## config.mk

```make
export PLATFORM = sky130hd
export DESIGN_NAME = fht_frame_sched
export DESIGN_NICKNAME = d
export VERILOG_FILES = /design/src/rtl/fht_frame_sched_pkg.sv /design/src/rtl/fht_sched_unload.sv /design/src/rtl/fht_frame_sched.sv
export SDC_FILE = /design/constraint.sdc
export NUM_CORES = 1
export LEC_CHECK = 0
export CORE_MARGIN = 5
export CORE_UTILIZATION = 40
export CTS_CLUSTER_DIAMETER = 150
export CTS_CLUSTER_SIZE = 20
export DETAILED_ROUTE_END_ITERATION = 10
export PLACE_DENSITY = 0.66
export SKIP_CTS_REPAIR_TIMING = 1
export SLEW_MARGIN = 5
export SYNTH_ARGS = -nofsm -noshare
export SYNTH_HDL_FRONTEND = slang
export SYNTH_SLANG_ARGS = --single-unit
export TNS_END_PERCENT = 20
```

## constraint.sdc

```tcl
create_clock -name iCLK -period 15.15 [get_ports iCLK]
set_clock_uncertainty 0.1 [all_clocks]
set_input_delay 3.03 -clock iCLK [delete_from_list [all_inputs] [get_ports iCLK]]
set_output_delay 3.03 -clock iCLK [all_outputs]
set_load 0.03 [all_outputs]
```

## src/rtl/fht_frame_sched_pkg.sv

```systemverilog
// Shared constants and state encoding for the FHT frame sequencer.
package fht_frame_sched_pkg;

  localparam int unsigned N_BANK    = 4;
  localparam int unsigned D_BIT_DEF = 16;
  localparam int unsigned A_BIT_DEF = 8;

  typedef enum logic [2:0] {
    ST_IDLE  = 3'd0,
    ST_LOAD  = 3'd1,
    ST_START = 3'd2,
    ST_WAIT  = 3'd3,
    ST_RD    = 3'd4,
    ST_CAP   = 3'd5,
    ST_SEND  = 3'd6
  } state_t;

endpackage

```

## src/rtl/fht_sched_unload.sv

```systemverilog
// Unload path: captures one 4-bank read group and serialises it as a
// valid/ready stream, holding data and last stable under backpressure.
module fht_sched_unload
  import fht_frame_sched_pkg::*;
#(
  parameter int unsigned D_BIT = D_BIT_DEF
) (
  input  logic                           clk,
  input  logic                           reset,
  input  logic                           cap,
  input  logic                           last_grp,
  input  logic [N_BANK-1:0][D_BIT-1:0]   rd_data,
  input  logic                           m_ready,
  output logic                           m_valid,
  output logic [D_BIT-1:0]               m_data,
  output logic                           m_last,
  output logic                           grp_done
);

  localparam int unsigned J_W = $clog2(N_BANK);

  logic [D_BIT-1:0] hold [N_BANK];
  logic [J_W-1:0]   j;
  logic             valid;
  logic             j_last;

  assign j_last   = (j == J_W'(N_BANK - 1));
  assign grp_done = valid & m_ready & j_last;
  assign m_valid  = valid;
  assign m_data   = hold[j];
  assign m_last   = valid & last_grp & j_last;

  always_ff @(posedge clk) begin
    if (reset) begin
      valid <= 1'b0;
      j     <= '0;
      for (int unsigned b = 0; b < N_BANK; b++) hold[b] <= '0;
    end else if (cap) begin
      for (int unsigned b = 0; b < N_BANK; b++) hold[b] <= rd_data[b];
      j     <= '0;
      valid <= 1'b1;
    end else if (valid && m_ready) begin
      j <= j + 1'b1;
      if (j_last) valid <= 1'b0;
    end
  end

endmodule

```

## src/rtl/fht_frame_sched.sv

```systemverilog
// Host-side load/start/wait/unload sequencer for the 4-bank FHT core.
// Optional WAIT timeout with sticky oERR: define FHT_SCHED_TIMEOUT_EN.
module fht_frame_sched
  import fht_frame_sched_pkg::*;
#(
  parameter int unsigned D_BIT   = D_BIT_DEF,
  parameter int unsigned A_BIT   = A_BIT_DEF,
  parameter int unsigned TIMEOUT = 65535
) (
  input  logic               iCLK,
  input  logic               iRESET,
  input  logic               iS_VALID,
  input  logic [D_BIT-1:0]   iS_DATA,
  output logic               oS_READY,
  output logic [N_BANK-1:0]  oWE,
  output logic [A_BIT-1:0]   oADDR_WR,
  output logic [D_BIT-1:0]   oDATA,
  output logic               oSTART,
  input  logic               iCORE_RDY,
  output logic [A_BIT-1:0]   oADDR_RD,
  input  logic [D_BIT-1:0]   iRD_0,
  input  logic [D_BIT-1:0]   iRD_1,
  input  logic [D_BIT-1:0]   iRD_2,
  input  logic [D_BIT-1:0]   iRD_3,
  output logic               oM_VALID,
  output logic [D_BIT-1:0]   oM_DATA,
  output logic               oM_LAST,
  input  logic               iM_READY,
  output logic               oBUSY,
  output logic [7:0]         oFRAME_CNT,
  output logic               oERR
);

  localparam int unsigned IDX_W = A_BIT + 2;

  state_t                        state;
  logic [IDX_W-1:0]              idx;
  logic [A_BIT-1:0]              grp;
  logic                          rdy_q;
  logic                          grp_done;
  logic [N_BANK-1:0][D_BIT-1:0]  rd_bus;

`ifdef FHT_SCHED_TIMEOUT_EN
  localparam int unsigned TO_W = $clog2(TIMEOUT + 1);
  logic [TO_W-1:0] to_cnt;
`else
  assign oERR = 1'b0;
`endif

  assign rd_bus = {iRD_3, iRD_2, iRD_1, iRD_0};
  assign oBUSY  = (state != ST_IDLE);

  always_ff @(posedge iCLK) begin
    if (iRESET) begin
      state      <= ST_IDLE;
      idx        <= '0;
      grp        <= '0;
      rdy_q      <= 1'b0;
      oS_READY   <= 1'b0;
      oWE        <= '0;
      oADDR_WR   <= '0;
      oDATA      <= '0;
      oSTART     <= 1'b0;
      oADDR_RD   <= '0;
      oFRAME_CNT <= '0;
`ifdef FHT_SCHED_TIMEOUT_EN
      to_cnt     <= '0;
      oERR       <= 1'b0;
`endif
    end else begin
      oWE    <= '0;
      oSTART <= 1'b0;
      rdy_q  <= iCORE_RDY;
      case (state)
        ST_IDLE, ST_LOAD: begin
          oS_READY <= 1'b1;
          if (iS_VALID && oS_READY) begin
            oWE      <= {{(N_BANK-1){1'b0}}, 1'b1} << idx[1:0];
            oADDR_WR <= idx[IDX_W-1:2];
            oDATA    <= iS_DATA;
            idx      <= idx + 1'b1;
            state    <= ST_LOAD;
            // Ready drops on the final handshake so no N+1th sample slips in.
            if (&idx) begin
              oS_READY <= 1'b0;
              state    <= ST_START;
            end
          end
        end
        ST_START: begin
          oSTART <= 1'b1;
          idx    <= '0;
          grp    <= '0;
          state  <= ST_WAIT;
`ifdef FHT_SCHED_TIMEOUT_EN
          to_cnt <= '0;
`endif
        end
        ST_WAIT: begin
          if (iCORE_RDY && !rdy_q) begin
            oADDR_RD <= grp;
            state    <= ST_RD;
          end
`ifdef FHT_SCHED_TIMEOUT_EN
          else if (to_cnt == TO_W'(TIMEOUT - 1)) begin
            oERR  <= 1'b1;
            state <= ST_IDLE;
          end else begin
            to_cnt <= to_cnt + 1'b1;
          end
`endif
        end
        ST_RD:   state <= ST_CAP;
        ST_CAP:  state <= ST_SEND;
        ST_SEND: begin
          if (grp_done) begin
            if (&grp) begin
              oFRAME_CNT <= oFRAME_CNT + 1'b1;
              state      <= ST_IDLE;
            end else begin
              grp      <= grp + 1'b1;
              oADDR_RD <= grp + 1'b1;
              state    <= ST_RD;
            end
          end
        end
        default: state <= ST_IDLE;
      endcase
    end
  end

  fht_sched_unload #(
    .D_BIT (D_BIT)
  ) u_unload (
    .clk      (iCLK),
    .reset    (iRESET),
    .cap      (state == ST_CAP),
    .last_grp (&grp),
    .rd_data  (rd_bus),
    .m_ready  (iM_READY),
    .m_valid  (oM_VALID),
    .m_data   (oM_DATA),
    .m_last   (oM_LAST),
    .grp_done (grp_done)
  );

endmodule

```

==> flow_summary.toml <==
[floorplan]
die-area_mm2 = 0.0177
die_h_um = 133
ios = 151
rows = 45
start_util_pct = 40.3
core_area_mm2 = 0.0150
die_x_um = 133

[setup_path]
crit_arrival_ns = 2.68
crit_path_end_kind = "output port"
reg2reg_from = "state[1]"
required_ns = 12.02
start_kind = "flop"
path_class = "reg2out"
worstPathMaxFanout = 16

[yosys]
yosysSeqAreaShare_pct = 55.8
yosys.cell_types.count = 61
synth_nets = 640
ys_warn_count = 0
synth.cell_area_mm2 = 0.00606
yosys_register_bits = 137
synth_flop_cell = "dfxtp_1"
synthCells = 550
syn-mean-instance-area_um2 = 11.0
synth_edf_count = 64
async_flop_share_pct = 0

[power_and_ir_drop]
finalPower_uw = 836
p_int_uw = 651
p_per_area_mw_per_mm2 = 102
leakage_uw = 0.00296
p_sw_share_pct = 22.0
clockPowerShare_pct = 45.0
vdd_drop_max_v = 0.0000765
p_switching_uw = 184
power_frac_comb_pct = 7.0
power_frac_seq_pct = 48.0

[routing]
wl_per_cell_um = 16.7
ant_nets = 0
vias_per_cell = 5.31
wl_um = 14700
drc_errors = 0
drtPass1Iterations = 5
first_iter_violations = 357
num_vias = 4680

[timing]
hold_viol = 0
slew_headroom_pct = 29.0
final_max_slew_viol_count = 0
holdWs_ns = 0.352
rsz0062_at_grt = "no"
worst_slack_ns = 9.34
finalSetupTns_ns = 0
setup_violations = 0
tightest_slew_ns = 1.06
final.period_utilization_pct = 38.4
min_period_ns = 5.81
fmax_mhz = 172

[finish]
stdcell_area_mm2 = 0.00819
area_growth_pct = 35.0
final_nets = 772
drive_above_1_share_pct = 9.51
n_antenna_cell = 0

[flow_run]
cap_violations = 0

[global_route]
busiest_layer = "met2"
grtUsageMet1_pct = 21.5
grt_max_degree = 68
antenna_found_initial = 0
grt_pass1_vias = 4550
grt_usage_pct = 16.6
grtUsageMet2_pct = 26.4
met3_usage_pct = 5.78
grt_pass1_wl_um = 23300
overflow = 0

[placed_design]
io_buffers = 149
place_congestion = 0.811
place_area_mm2 = 0.00765
preCtsSetupSlack_ns = 9.64
dp_hpwl_um = 10100

[clocking]
cts_root_buf = "clkbuf_16"
cts.sinks = 137
clk_latency_ns = 0.42
cts_max_level = 4
cts.clk_slew.worst_paths_ns = 0.06
cts_buffers = 17
cts_tree = "built"
cts_buffer_depth = 2

[worst_hold_path]
holdCritStartpoint = "oADDR_WR[4]"
hp-class = "reg2reg"

[outcome]
outcome = "completed"
[metal layers]
layer  up-vias  share of wire (%)
met5         -                  0
met4         0                1.1
met3        15                6.2
met2       152                 48
met1      2257                 45
li1       2256                  -
[cell type report]
class	count	area, um^2
fill	1306	6850
sequential	137	3380
multi-input combinational	363	2480
timing repair buffer	153	1520
clock buffer	19	433
tap	188	235
clock inverter	12	104
inverter	10	37.5
[worst paths after layout]
path	to	slack, ns	cells past startpoint
hold reg to reg	oADDR_WR[4]	0.35	2
setup reg to reg	oFRAME_CNT[6]	12.43	5
hold / removal	oADDR_WR[4]	0.35	2
setup / recovery	oM_DATA[13]	9.34	2
[power groups by stage]
| stage | combinational [uW] | clock (uW) | sequential (uW) |
|---|---|---|---|
| after floorplan | 20.8 | 0 | 413 |
| after global placement | 58.6 | 0 | 408 |
| after detailed placement | 59.0 | 0 | 409 |
| after CTS | 59.4 | 384 | 401 |
| after global routing | 63.0 | 402 | 402 |
| final | 58.8 | 376 | 401 |
[placed cells by master, fill, tap and decap left out, drive strengths merged, types with 4 or more instances in the layout]
cell           netlist  routed
ha                   5       5
edfxtp              64      64
inv                 10      11
clkbuf              25      19
clkinv               0       9
a31oi                4       4
nor3                 8       8
nor2b                8       8
xor2                 4       4
buf                 15       5
a211oi               6       6
nand4                6       6
a21oi               40      40
nand3b               4       4
or3                 11      11
nand2               71      71
dfxtp               73      73
mux2                 4       4
and2                66      66
clkdlybuf4s50        0     148
nor2                16      16
mux2i                8       8
o21ai               13      13
and3                 4       4
mux4                16      16
nand3               16      16
[cells in the mapped netlist (all sizes together) (2+ instances only)]
cell / count / area [um^2]
nand4b: 2 / 17.5
and2: 66 / 413
and4: 3 / 26.3
a31oi: 4 / 25.0
mux2: 4 / 45.0
nor3: 8 / 40.0
o311ai: 2 / 17.5
mux4: 16 / 360
or4: 2 / 15.0
nor4: 3 / 18.8
nand4: 6 / 37.5
o21ai: 13 / 72.6
xor2: 4 / 35.0
o2111ai: 2 / 17.5
ha: 5 / 62.6
nor2b: 8 / 50.1
mux2i: 8 / 80.1
nand3: 16 / 80.1
or2: 2 / 12.5
nor2: 16 / 60.1
o41ai: 3 / 26.3
a2111oi: 2 / 23.8
and3: 4 / 25.0
buf: 15 / 86.3
a211oi: 6 / 45.0
nand2: 71 / 267
a31o: 3 / 26.3
a21oi: 40 / 200
clkbuf: 25 / 93.8
nand3b: 4 / 55.1
edfxtp: 64 / 1920
nand2b: 2 / 12.5
or3: 11 / 68.8
inv: 10 / 37.5
o31ai: 3 / 22.5
xnor2: 3 / 26.3
o22ai: 2 / 12.5
o221ai: 3 / 26.3
dfxtp: 73 / 1460
[metrics by stage]
stage | util (%) | instances
finish | 54.5 | 882
global route | 54.5 | 882
CTS | 54.5 | 882
detailed placement | 50.9 | 851
global placement | 50.9 | 851
floorplan | - | 550
[state kept, by name (all words and copies together) (netlist names), named ones only]
signal            count
oWE                   4
u_unload.hold        64
oADDR_WR              8
state                 3
rdy_q                 1
grp                   8
oFRAME_CNT            8
oSTART                1
u_unload.j            2
oADDR_RD              8
idx                  10
oS_READY              1
u_unload.m_valid      1
oDATA                16
[cell families after synthesis]
group,count (synthesis),share of synthesized area (%)
buffers and inverters,50,3.59
DFF,137,55.8
xor gates and xnor gates,7,1.01
other,1,0.0619
AOI/OAI and AO/OA,95,10.3
muxes,28,8.01
and+or+nand+nor,227,20.2
adders and majority gates,5,1.03
[critical path: stages (launching register included)]
cell and delay, ns:
dfxtp_1 1.02, mux4_2 0.62, clkdlybuf4s50_1 0.62
Note: power is estimated with default switching activity, not from simulation.
